File: config.mk
export PLATFORM = sky130hd
export DESIGN_NAME = capture_sequencer
export DESIGN_NICKNAME = d
export VERILOG_FILES = /design/src/rtl/capture_sequencer.sv
export SDC_FILE = /design/constraint.sdc
export NUM_CORES = 1
export LEC_CHECK = 0
export BUFFER_PORTS_ARGS = -buffer_cell sky130_fd_sc_hd__clkbuf_2
export CAP_MARGIN = 10
export CORE_MARGIN = 2
export CORE_UTILIZATION = 60
export CTS_CLUSTER_SIZE = 16
export DETAILED_ROUTE_END_ITERATION = 12
export PLACE_DENSITY = 0.83
export SLEW_MARGIN = 20
export SYNTH_ARGS = -nofsm -noshare
export SYNTH_HDL_FRONTEND = slang
export SYNTH_SLANG_ARGS = --single-unit
File: constraint.sdc
create_clock -name clk -period 4 [get_ports clk]
set_input_delay 0.8 -clock clk [delete_from_list [all_inputs] [get_ports clk]]
set_output_delay 0.8 -clock clk [all_outputs]
set_load 0.05 [all_outputs]
File: src/rtl/capture_sequencer.sv
// rtl/capture_sequencer.sv - DSO acquisition sequencer around the circular capture buffer (optional AUTO_TRIG_EN auto-trigger)
module capture_sequencer #(
    parameter int DEPTH = 6
`ifdef AUTO_TRIG_EN
    , parameter int DEL_W = 24
`endif
) (
    input  logic             clk,
    input  logic             rst,
    input  logic             arm,
    input  logic             abort,
    input  logic             continuous,
    input  logic [DEPTH-1:0] pre_len,
    input  logic             sample_en,
    input  logic             trig_in,
`ifdef AUTO_TRIG_EN
    input  logic [DEL_W-1:0] auto_timeout,
    output logic             forced,
`endif
    output logic [DEPTH-1:0] wr_addr,
    output logic             wr_en,
    output logic [DEPTH-1:0] trig_addr,
    output logic [DEPTH-1:0] rd_addr,
    output logic             rd_valid,
    input  logic             rd_ready,
    output logic             rd_last,
    input  logic             rd_req,
    output logic             waiting_for_trigger,
    output logic             triggered,
    output logic             done
);

    typedef enum logic [2:0] {
        IDLE, PRE_FILL, ARMED, POST, DONE, READOUT
    } state_t;

    state_t           state, state_n;
    logic [DEPTH-1:0] pl;
    logic [DEPTH-1:0] fill_cnt;
    logic [DEPTH-1:0] post_cnt;
    logic [DEPTH-1:0] rd_cnt;
    logic             force_now;
    logic             trig_hit;
    logic             rd_fire;

`ifdef AUTO_TRIG_EN
    logic [DEL_W-1:0] to_cnt;
    // Forced trigger fires on the strobe that brings the ARMED strobe count up to the timeout
    assign force_now = (state == ARMED) && sample_en && (auto_timeout != '0)
                       && ((to_cnt + DEL_W'(1)) == auto_timeout);
`else
    assign force_now = 1'b0;
`endif

    assign trig_hit = (state == ARMED) && sample_en && (trig_in || force_now);
    assign rd_fire  = rd_valid && rd_ready;

    // State register
    always_ff @(posedge clk) begin
        if (rst) state <= IDLE;
        else     state <= state_n;
    end

    // Next-state and status/strobe outputs
    always_comb begin
        state_n             = state;
        wr_en               = 1'b0;
        rd_valid            = 1'b0;
        rd_last             = 1'b0;
        waiting_for_trigger = 1'b0;
        triggered           = 1'b0;
        done                = 1'b0;
        case (state)
            IDLE: begin
                if (arm) state_n = (pre_len == '0) ? ARMED : PRE_FILL;
            end
            PRE_FILL: begin
                wr_en = sample_en;
                if (sample_en && (fill_cnt == pl - DEPTH'(1))) state_n = ARMED;
            end
            ARMED: begin
                wr_en               = sample_en;
                waiting_for_trigger = 1'b1;
                if (trig_hit) state_n = POST;
            end
            POST: begin
                triggered = 1'b1;
                wr_en     = sample_en && (post_cnt != '0);
                if (post_cnt == '0)                          state_n = DONE;
                else if (sample_en && (post_cnt == DEPTH'(1))) state_n = DONE;
            end
            DONE: begin
                triggered = 1'b1;
                done      = 1'b1;
                if (rd_req) state_n = READOUT;
            end
            READOUT: begin
                triggered = 1'b1;
                rd_valid  = 1'b1;
                rd_last   = &rd_cnt;
                if (rd_ready && (&rd_cnt)) begin
                    if (continuous) state_n = (pl == '0) ? ARMED : PRE_FILL;
                    else            state_n = IDLE;
                end
            end
            default: state_n = IDLE;
        endcase
        if (abort) state_n = IDLE;
    end

    // Buffer addresses, window counters and trigger bookkeeping
    always_ff @(posedge clk) begin
        if (rst) begin
            wr_addr   <= '0;
            trig_addr <= '0;
            rd_addr   <= '0;
            pl        <= '0;
            fill_cnt  <= '0;
            post_cnt  <= '0;
            rd_cnt    <= '0;
`ifdef AUTO_TRIG_EN
            forced    <= 1'b0;
`endif
        end else begin
            if (wr_en) wr_addr <= wr_addr + DEPTH'(1);
            if (abort) begin
`ifdef AUTO_TRIG_EN
                forced <= 1'b0;
`endif
            end else begin
                case (state)
                    IDLE: begin
                        if (arm) begin
                            pl       <= pre_len;
                            fill_cnt <= '0;
`ifdef AUTO_TRIG_EN
                            forced   <= 1'b0;
`endif
                        end
                    end
                    PRE_FILL: begin
                        if (sample_en) fill_cnt <= fill_cnt + DEPTH'(1);
                    end
                    ARMED: begin
                        if (trig_hit) begin
                            trig_addr <= wr_addr;
                            post_cnt  <= ~pl;           // N-1-pl
`ifdef AUTO_TRIG_EN
                            forced    <= force_now && !trig_in;
`endif
                        end
                    end
                    POST: begin
                        if (wr_en) post_cnt <= post_cnt - DEPTH'(1);
                    end
                    DONE: begin
                        if (rd_req) begin
                            rd_addr <= trig_addr - pl;  // oldest sample
                            rd_cnt  <= '0;
                        end
                    end
                    READOUT: begin
                        if (rd_fire) begin
                            rd_addr <= rd_addr + DEPTH'(1);
                            rd_cnt  <= rd_cnt + DEPTH'(1);
                            if ((&rd_cnt) && continuous) begin
                                fill_cnt <= '0;
`ifdef AUTO_TRIG_EN
                                forced   <= 1'b0;
`endif
                            end
                        end
                    end
                    default: ;
                endcase
            end
        end
    end

`ifdef AUTO_TRIG_EN
    // Timeout counter: cleared outside ARMED, counts strobes while waiting for trigger
    always_ff @(posedge clk) begin
        if (rst || state != ARMED) to_cnt <= '0;
        else if (sample_en)        to_cnt <= to_cnt + DEL_W'(1);
    end
`endif

endmodule

======== Word-level counts from Yosys, hierarchy flattened ========
Index checks and enable logic that the tools add are counted.
word-level totals
  word-level logic and storage cells ...... 91
  output and inout bits ................... 24
  register bits after elaboration ......... 45
  input port bits ......................... 15
operators by class
  $add $sub $neg .......................... 7
  eq/ne operators ......................... 17
  mux-type cells .......................... 31
  reduce and logical (&&, ||, !) cells .... 26
  bitwise logic cells ..................... 2
operator list
  cell                   number
  $mux W6                10
  $pmux W6 S2            3
  $add A6 B1 Y6 const B  4
  $mux W3                7
  $logic_not A6 Y1       3
  $ne A2 B2 Y1 const B   9
  $pmux W3 S6            1
  $pmux W6 S3            1
  $reduce_and A6 Y1      3
  $sub A6 B1 Y6 const B  2
  $logic_and A1 B1 Y1    8
  $reduce_and A4 Y1      2
  $eq A3 B2 Y1 const B   2
  $eq A3 B3 Y1 const B   2
  $eq A6 B1 Y1 const B   1
  $eq A6 B6 Y1           1
  $mux W2                3
  $not A6 Y6             1
  $reduce_and A3 Y1      2
  $reduce_bool A6 Y1     1
  $sub A6 B6 Y6          1
  $mux W1                5
  $reduce_bool A2 Y1     2
  $reduce_or A2 Y1       2
  7 further kinds        7

======== Logic depth before layout (Yosys ltp) ========
Gate-level depths: netlist of run 1.
  word-level depth ........................ 5
  mapped depth ............................ 8
  gate-level depth less buffers ........... 8

======== Worst setup path before layout of run 1 ========
Ideal clock, no wire load.
  kind .................................... reg2out
  start ................................... register post_cnt[0]
  end ..................................... output port wr_en
  setup slack ............................. 1.350 ns
  data required time ...................... 3.200 ns
  path buffers ............................ 0
  arrival ................................. 1.850 ns
  stages on the path, launching flop included .. 5
  path through ............................ dfxtp_1 > inv_1 > ha_1 > and3b_1 > a311oi_2
between the ends
  longest elaborated chain between the ends .. 3
RTL lines
  what                    line  RTL
  from (decl)             40    logic [DEPTH-1:0] post_cnt;
  from (signal assigned)  147   post_cnt <= ~pl;
  from (signal assigned)  154   if (wr_en) post_cnt <= post_cnt - DEPTH'(1);
  $reduce_bool A6 Y1      88    wr_en = sample_en && (post_cnt != '0);
  $logic_and A1 B1 Y1     88
  $pmux W1 S2             73    case (state)
  to (decl)               21    output logic wr_en,
Every way passes these cells.

======== Final worst setup path of run 1 ========
Same ends and word-level chain as after synthesis.

==> impl_metrics.tcl, run 1 <==
set metrics [dict create \
    status "finished, final reports clean" \
    grt_overflow 0 \
    root_buffer "clkbuf_8" \
    syn2layout_area_growth_pct 10.7 \
    nets 392 \
    fin_hold_ws_ns 0.472 \
    postLayoutCoreUtil_pct 68.9 \
    dr_total_vias 2516 \
    yosysUniqueCellTypes 51 \
    drt-initial-drc-count 226 \
    critPathMaxFanout 7 \
    htree_levels 2 \
    clk_latency_ns 0.31 \
    drc_errors 0 \
    grt_pass1_wl_mm 10.3 \
    startpoint_type "register" \
    ys.flop_type "dfxtp_1" \
    dp.cells 409 \
    finalCritPeriodShare_pct 76.4 \
    antenna_found_initial 0 \
    timing.slew.headroom_pct 51.5 \
    clk_pin_slew_worst_paths_ns 0.08 \
    synth_area_leaders "dfxtp_1 33%, mux2i_1 6.7%, nor2_1 6.2%, ha_1 5.5%, xnor2_1 4.5%" \
    synth-edff-count 0 \
    cts_tree "done" \
    min_path_type "register to register" \
    die_w_um 71.2 \
    power.leakage_nw 1.21 \
    avgSynthCellArea_um2 8.18 \
    cp.required_ns 3.20 \
    synthesis.area_um2 2710 \
    antenna_cells 0 \
    peakVddDrop_uv 218 \
    wl_per_cell_um 14.7 \
    slew_viol_final 0 \
    power_density_nw_per_um2 288 \
    finalSetupTns_ns 0 \
    initial_core_util_pct 62.2 \
    core_area_um2 4350 \
    die_h_um 71.2 \
    holdBufCountCts 0 \
    seqCellArea_um2 901 \
    post_cts_resize_count 0 \
    synth_seq_cells 45 \
    seq_area_frac_synth_pct 33.3 \
    synth_area_leader_cell "dfxtp_1" \
    via_per_inst 6.03 \
    netlist_instances 331 \
    die_area_um2 5070 \
    cts_num_sinks 45 \
    syn_nets 359 \
    setup_viol 0 \
    fin_crit_ns 3.06 \
    gp_congestion 0.874 \
    yosys_warnings 0 \
    crit_type "register to output port" \
    grtUsageTotal_pct 25.1 \
    grt_max_degree 37 \
    synth_top_area_share_pct 33.3 \
    n_fill_cell 351 \
    rsz0062_at_grt "no" \
    finalHoldViolCount 0 \
    cts_inserted_buffers 5 \
    cp_data_arrival_time_ns 2.26 \
    dp_hpwl_mm 4.56 \
    multiInputGateArea_um2 1690 \
    post_cts_buffers 0 \
    fin_cells 417 \
    total_power_w 0.000863 \
    fp-row-count 24 \
    ioPinCount 39 \
    clockBufferDepth 2 \
    drv_cap 0 \
    drive_above_1_share_pct 14.8 \
    async_reset_ff_share_pct 0 \
    fin_skew_ns 0.00826 \
    clock.fmax_ghz 0.327 \
    io_buffers 38 \
    crit_path_end_kind "output port" \
    drtPass1Iterations 4 \
    wl_mm 6.14 \
    tightest_slew_ns 0.727 \
    grt_pass1_vias 2251 \
    antenna_left 0 \
]
report_power, final:
group	switching, W	internal (W)	leakage (nW)
Sequential	0.0000138	0.000454	0.363
Combinational	0.0000654	0.0000463	0.806
Clock	0.000160	0.000124	0.0385
Total	0.000239	0.000624	1.21
per-layer routing:
layer | wire (µm) | vias to the layer above | GRT usage (%)
li1 | - | 1242 | -
met1 | 2840 | 1187 | 34.4
met2 | 2800 | 78 | 40.6
met3 | 413 | 9 | 5.13
met4 | 91 | 0 | 6.50
met5 | 0 | - | 0
per-stage QoR:
stage	instance area, µm²	setup WS, ns
2_1_floorplan	2710	1.35
3_3_place_gp	2910	1.27
3_5_place_dp	2910	1.23
4_1_cts	3000	0.965
5_1_grt	3000	0.846
6_report	3000	0.944
worst max-delay path, stage by stage (launching register included):
cell and delay (ns):
dfxtp_1 0.39, inv_1 0.09, ha_1 0.24, and3b_1 0.21, a311oi_2 0.62, clkbuf_2 0.39
cell type report:
cell class                 count  area share [%]
inverter                      15            1.88
multi-input combinational    258            56.5
clock buffer                   7            2.55
timing repair buffer          39            6.59
tap                           52            2.17
sequential                    45            30.1
clock inverter                 1           0.250
synth_stat cells (2+ instances only):
master	n
dfxtp_1	45
nor2_1	45
nand2_1	26
a21oi_1	20
mux2i_1	18
inv_1	15
o21ai_0	14
xnor2_1	14
ha_1	12
xor2_1	11
nand3_1	10
nor3_1	10
and3_1	6
clkbuf_1	6
buf_2	5
or3_1	5
nand2b_1	4
nand4_1	4
nor4_1	4
o211ai_1	4
a211oi_1	3
a221oi_1	3
a31oi_1	3
nor2b_1	3
nor3b_1	3
o21a_1	3
o22ai_1	3
a21o_1	2
and3b_1	2
and4_1	2
nand3b_1	2
nor4_2	2
o2bb2ai_1	2
or2_2	2
or4_1	2
final timing paths:
check / start / endpoint / slack [ns] / cells past startpoint
min reg2reg: post_cnt[1] / post_cnt[1] / 0.47 / 2
max: post_cnt[0] / wr_en / 0.94 / 5
max reg2reg: state[1] / fill_cnt[4] / 1.67 / 5
min: post_cnt[1] / post_cnt[1] / 0.47 / 2
cells in the final DEF, fill, tap and decap left out, types with 4 or more instances in the layout:
cell type  count
nor2_1        45
dfxtp_1       45
clkbuf_2      38
nand2_1       26
a21oi_1       20
mux2i_1       18
inv_1         15
o21ai_0       14
xnor2_1       14
ha_1          12
xor2_1        11
nor3_1        10
nand3_1       10
and3_1         6
or3_1          5
clkbuf_8       5
nand2b_1       4
o211ai_1       4
nor4_1         4
nand4_1        4
flip-flops by register name, indices dropped and copies added, names as in the netlist:
signal	cells
fill_cnt	6
trig_addr	6
rd_cnt	6
state	3
wr_addr	6
pl	6
rd_addr	6
post_cnt	6
cells by family (layout without fill, tap and decap cells):
family | count (synthesis) | after routing | synth area share [%]
simple gates | 137 | 137 | 25.9
compound gates | 65 | 65 | 15.7
flops | 45 | 45 | 33.3
buf+inv | 28 | 62 | 4.16
xor+xnor | 25 | 25 | 8.09
mux | 18 | 18 | 6.65
fa+ha+maj | 13 | 13 | 6.28
No activity file was read; power rests on OpenSTA's default activity.
==> run 2, diff against run 1 <==
--- a/config.mk
+++ b/config.mk
@@ -5,13 +5,14 @@
 export SDC_FILE = /design/constraint.sdc
 export NUM_CORES = 1
 export LEC_CHECK = 0
+export ABC_AREA = 1
 export BUFFER_PORTS_ARGS = -buffer_cell sky130_fd_sc_hd__clkbuf_2
 export CAP_MARGIN = 10
 export CORE_MARGIN = 2
-export CORE_UTILIZATION = 60
+export CORE_UTILIZATION = 52
 export CTS_CLUSTER_SIZE = 16
 export DETAILED_ROUTE_END_ITERATION = 12
-export PLACE_DENSITY = 0.83
+export PLACE_DENSITY = 0.76
 export SLEW_MARGIN = 20
 export SYNTH_ARGS = -nofsm -noshare
 export SYNTH_HDL_FRONTEND = slang
==> constraint.sdc (replaced) <==
create_clock -name clk -period 2.6 [get_ports clk]
set_input_delay 0.52 -clock clk [delete_from_list [all_inputs] [get_ports clk]]
set_output_delay 0.52 -clock clk [all_outputs]
set_load 0.05 [all_outputs]
==> run 2 against run 1 <==
Compared with the run above:
- total power grew 110%
- worst setup slack lost 0.63 ns
- critical path depth grew 1
- non-clock buffer count grew 1
- first-iteration DRC count shrank 23%
- wire length grew 7.5%
==> impl_metrics.tcl, run 2 <==
set metrics [dict create \
    cts_tree "done" \
    layout_common_cells "76 x nand2_1, 55 x nor2_1, 50 x inv_1, 45 x dfxtp_1, 38 x clkbuf_2" \
    grtUsageTotal_pct 23.0 \
    drt-initial-drc-count 174 \
    dpl-instance-area_um2 3050 \
    via_per_inst 5.16 \
    drive_above_1_share_pct 16.4 \
    dp_slack_ns 0.678 \
    final_common_cell "nand2_1" \
    crit_path_end_kind "output port" \
    antenna_found_initial 0 \
    gp_congestion 0.923 \
    grt_use_met1_pct 30.3 \
    n_fill_cell 506 \
    ys.flop_type "dfxtp_1" \
    tightest_slew_ns 0.375 \
    synthesis.area_um2 2800 \
    grt_max_degree 31 \
    startpoint_type "register" \
    die_h_um 77.4 \
    ff2ff_setup_slack_ns 0.67 \
    async_reset_ff_share_pct 0 \
    avgSynthCellArea_um2 6.73 \
    holdBufCountCts 0 \
    clockBufferDepth 2 \
    finalSetupTns_ns 0 \
    antenna_cells 0 \
    crit_type "register to output port" \
    initial_core_util_pct 54.4 \
    dr_total_vias 2712 \
    antenna_left 0 \
    grt_pass1_vias 2544 \
    min_path_type "register to register" \
    post_cts_resize_count 0 \
    drtPass1Iterations 4 \
    core_area_um2 5140 \
    wl_mm 6.60 \
    cp.required_ns 2.08 \
    synth_area_leaders "dfxtp_1 32%, nand2_1 10%, nor2_1 7.4%, inv_1 6.7%, a21oi_1 6.6%" \
    ioPinCount 39 \
    top_usage_layer "met2" \
    power_density_nw_per_um2 566 \
    yosysMostFrequentCell "nand2_1" \
    syn_nets 444 \
    die_area_um2 5980 \
    setup_viol 0 \
    finalInstanceArea_um2 3160 \
    grt.met3_usage_pct 4.07 \
    post_cts_buffers 0 \
    slew_viol_final 0 \
    multiInputGateArea_um2 1640 \
    cts_inserted_buffers 5 \
    cp_data_arrival_time_ns 1.76 \
    clk_pin_slew_worst_paths_ns 0.08 \
    timing.slew.headroom_pct 75.0 \
    synth-edff-count 0 \
    clock.fmax_ghz 0.438 \
    yosysUniqueCellTypes 39 \
    synth_area_leader_cell "dfxtp_1" \
    wl_per_cell_um 12.6 \
    status "finished, final reports clean" \
    fin_ws_ns 0.318 \
    htree_levels 2 \
    grt_overflow 0 \
    seq_area_frac_synth_pct 32.2 \
    syn2layout_area_growth_pct 13.0 \
    yosys_warnings 0 \
    netlist_instances 416 \
    fin_crit_ns 2.28 \
    power.leakage_nw 1.47 \
    finalHoldViolCount 0 \
    critPathMaxFanout 8 \
    grt_util_met2_pct 39.2 \
    grt_pass1_wl_mm 11.2 \
    fp-row-count 26 \
    nets 483 \
    fin_skew_ns 0.0101 \
    io_buffers 38 \
    synth_seq_cells 45 \
    clk_latency_ns 0.30 \
    die_w_um 77.4 \
    rsz0062_at_grt "no" \
    peakVddDrop_uv 328 \
    cts_num_sinks 45 \
    drv_cap 0 \
    dp_hpwl_mm 5.06 \
    synth_common_cells "76 x nand2_1, 55 x nor2_1, 50 x inv_1, 45 x dfxtp_1, 37 x a21oi_1" \
    postLayoutCoreUtil_pct 61.5 \
    drc_errors 0 \
    synth_top_area_share_pct 32.2 \
    seqCellArea_um2 901 \
    root_buffer "clkbuf_8" \
    finalCritPeriodShare_pct 87.8 \
]
-- run 2: changes by cell type after synthesis, moves of 6 or more --
| cell | previous run | this run |
|---|---|---|
| nand2_1 | 26 | 76 |
| inv_1 | 15 | 50 |
| nand3_1 | 10 | 32 |
| o21ai_0 | 14 | 34 |
| mux2i_1 | 18 | 0 |
| a21oi_1 | 20 | 37 |
| xnor2_1 | 14 | 3 |
| nor2_1 | 45 | 55 |
| o21ai_1 | 0 | 10 |
| nor3_1 | 10 | 4 |
-- run 2: final cells by class --
type / count / area share, %
Multi-Input combinational cell: 307 / 52.0
Sequential cell: 45 / 28.5
Clock buffer: 6 / 2.30
Timing Repair Buffer: 40 / 6.49
Clock inverter: 2 / 1.23
Inverter: 56 / 6.73
Tap cell: 70 / 2.77
-- run 2: final timing paths --
| path | from | end | cells past startpoint |
|---|---|---|---|
| setup reg to reg | pl[0] | state[1] | 13 |
| hold / removal | rd_cnt[2] | rd_cnt[2] | 2 |
| hold reg to reg | rd_cnt[2] | rd_cnt[2] | 2 |
| setup / recovery | post_cnt[0] | wr_en | 6 |
-- run 2: logic make-up (layout without fill, tap and decap cells) --
logic type | count (synthesis) | after routing | share of synthesized area [%]
fa+ha+maj | 13 | 13 | 6.08
simple gates | 192 | 192 | 31.8
xor+xnor | 10 | 10 | 3.13
buf+inv | 64 | 104 | 9.08
flops | 45 | 45 | 32.2
compound gates | 92 | 92 | 17.8
-- run 2: power breakdown --
part | leakage, nW | total, W | switching (W) | internal, W
Sequential | 0.365 | 0.000769 | 0.0000469 | 0.000723
Combinational | 1.05 | 0.000473 | 0.000318 | 0.000156
Clock | 0.0554 | 0.000546 | 0.000257 | 0.000289
Total | 1.47 | 0.00179 | 0.000621 | 0.00117
-- run 2: critical path, stage by stage, from the launching register on --
cell	delay, ns
dfxtp_1	0.34
inv_1	0.08
ha_1	0.24
nand3_1	0.12
nand3_1	0.20
nand2_2	0.19
clkbuf_2	0.30
-- run 2: per-stage QoR --
step                      power [W]  std cells  hold slack [ns]
after global placement      0.00124        518            0.466
after detailed placement    0.00125        518            0.472
after CTS                   0.00179        526            0.486
after global routing        0.00188        526            0.496
final                       0.00179        526            0.482
after floorplan             0.00115        416            0.448
-- run 2: layer usage --
layer / vias up / routed length [µm]
li1: 1433 / -
met1: 1223 / 3050
met2: 49 / 3180
met3: 7 / 313
met4: 0 / 59
met5: - / 0
==> run 3, diff against run 2 <==
--- a/config.mk
+++ b/config.mk
@@ -8,6 +8,7 @@
 export ABC_AREA = 1
 export BUFFER_PORTS_ARGS = -buffer_cell sky130_fd_sc_hd__clkbuf_2
 export CAP_MARGIN = 10
+export CORE_ASPECT_RATIO = 0.75
 export CORE_MARGIN = 2
 export CORE_UTILIZATION = 52
 export CTS_CLUSTER_SIZE = 16
==> run 3 against run 2 <==
Compared with the run above:
- die area about the same
- cell count grew 1.1%
- combinational power is 1% higher
- sequential share of layout area fell by 0.17 points
- global-route usage up 1.7 points
- cell area is 0.59% higher
- clock skew down 0.00083 ns
- critical endpoint unchanged
- largest power group unchanged
- highest routed layer unchanged
==> impl_metrics.tcl, run 3 (synthesis results as in run 2) <==
set metrics [dict create \
    hold-path-cell-count 3 \
    critPathMaxFanout 8 \
    timing.rr.end "state[1]" \
    dp_hpwl_mm 5.20 \
    total_power_w 0.00180 \
    startpoint_type "register" \
    htree_levels 2 \
    finalCritPeriodShare_pct 89.8 \
    switchingPower_w 0.000608 \
    root_buffer "clkbuf_8" \
    die_w_um 88.7 \
    fin_crit_ns 2.34 \
    cts_inserted_buffers 5 \
    post_cts_resize_count 0 \
    rsz0062_at_grt "no" \
    drive_above_1_share_pct 16.6 \
    hold_end "pl[5]" \
    post_cts_buffers 0 \
    initial_core_util_pct 53.1 \
    finalInstanceArea_um2 3180 \
    clk_pin_slew_worst_paths_ns 0.08 \
    peakVddDrop_uv 317 \
    postLayoutCoreUtil_pct 60.4 \
    clk_latency_ns 0.31 \
    wirelength_met1_mm 3.38 \
    nets 484 \
    clockBufferDepth 2 \
    slew_viol_final 0 \
    setup_viol 0 \
    cts_num_sinks 45 \
    holdBufCountCts 0 \
    met3_length_um 335 \
    finalSetupTns_ns 0 \
    grtUsageTotal_pct 24.7 \
    min_path_type "primary input to register" \
    finalHoldViolCount 0 \
    p_seq_share_pct 42.7 \
    wl_per_cell_um 12.7 \
    fin_skew_ns 0.00923 \
    dr_total_vias 2774 \
    fp-row-count 23 \
    antenna_left 0 \
    crit_type "register to output port" \
    crit_path_end_kind "output port" \
    drtPass1Iterations 4 \
    tightest_slew_ns 0.498 \
    cp_data_arrival_time_ns 1.82 \
    clock.fmax_ghz 0.428 \
    combPwrFrac_pct 26.6 \
    die_area_um2 5990 \
    p_clk_share_pct 30.8 \
    top_layer "met4" \
    power_density_nw_per_um2 567 \
    rr_worst_depth 12 \
    ioPinCount 39 \
    via_per_inst 5.21 \
    hold_start "pre_len[5]" \
    antenna_found_initial 0 \
    grt_overflow 0 \
    layout_common_cells "76 x nand2_1, 55 x nor2_1, 50 x inv_1, 45 x dfxtp_1, 38 x clkbuf_2" \
    grt_pass1_vias 2500 \
    dpl-instance-area_um2 3060 \
    cp.required_ns 2.08 \
    p_int_w 0.00119 \
    core_area_um2 5270 \
    rr_startpoint "pl[0]" \
    ff2ff_setup_slack_ns 0.65 \
    status "finished, final reports clean" \
    syn2layout_area_growth_pct 13.6 \
    antenna_cells 0 \
    gp_congestion 0.882 \
    power.leakage_nw 1.48 \
    routed-wl-met2_mm 2.95 \
    drt-initial-drc-count 143 \
    final_common_cell "nand2_1" \
    cts_tree "done" \
    timing.slew.headroom_pct 66.5 \
    wl_mm 6.76 \
    fin_hold_ws_ns 0.455 \
    grt_pass1_wl_mm 11.5 \
    drc_errors 0 \
    die_h_um 67.5 \
    switching_share_pct 33.8 \
    io_buffers 38 \
    grt_max_degree 15 \
    drv_cap 0 \
]
run 3: worst max-delay path by stage:
stage,start,slack (ns),end,cells after the start
floorplan,state[2],0.44,triggered,2
global placement,state[0],0.68,wr_en,5
detailed placement,state[0],0.63,wr_en,5
CTS,state[0],0.27,wr_en,5
global route,state[0],0.16,wr_en,5
finish,state[0],0.26,wr_en,5
run 3: layout make-up:
class / count / area (µm²)
Clock buffer: 7 / 86.3
Multi-Input combinational cell: 307 / 1640
Clock inverter: 1 / 30.0
Timing Repair Buffer: 41 / 213
Tap cell: 75 / 93.8
Sequential cell: 45 / 901
Fill cell: 526 / 2090
Inverter: 56 / 213
run 3: critical path: stages, from the launching register on:
cell and delay, ns:
dfxtp_1 0.47, inv_1 0.12, nor3_2 0.21, nand3_1 0.22
nand2_2 0.19, clkbuf_2 0.30
run 3: metal layers:
metal / track usage [%] / vias to the layer above
met3: 4.77 / 12
met4: 8.90 / 0
met2: 38.9 / 65
met5: 0 / -
li1: - / 1447
met1: 33.8 / 1250
run 3: metrics by stage:
stage,instances,worst slack [ns]
CTS,532,0.274
floorplan,416,0.442
finish,532,0.264
global placement,524,0.680
global route,532,0.158
detailed placement,524,0.633
run 3: power groups by stage:
stage	sequential [W]	combinational, W	clock (W)
after floorplan	0.000805	0.000340	0
after global placement	0.000783	0.000465	0
after detailed placement	0.000785	0.000472	0
after CTS	0.000769	0.000476	0.000565
after global routing	0.000775	0.000543	0.000590
final	0.000769	0.000478	0.000554
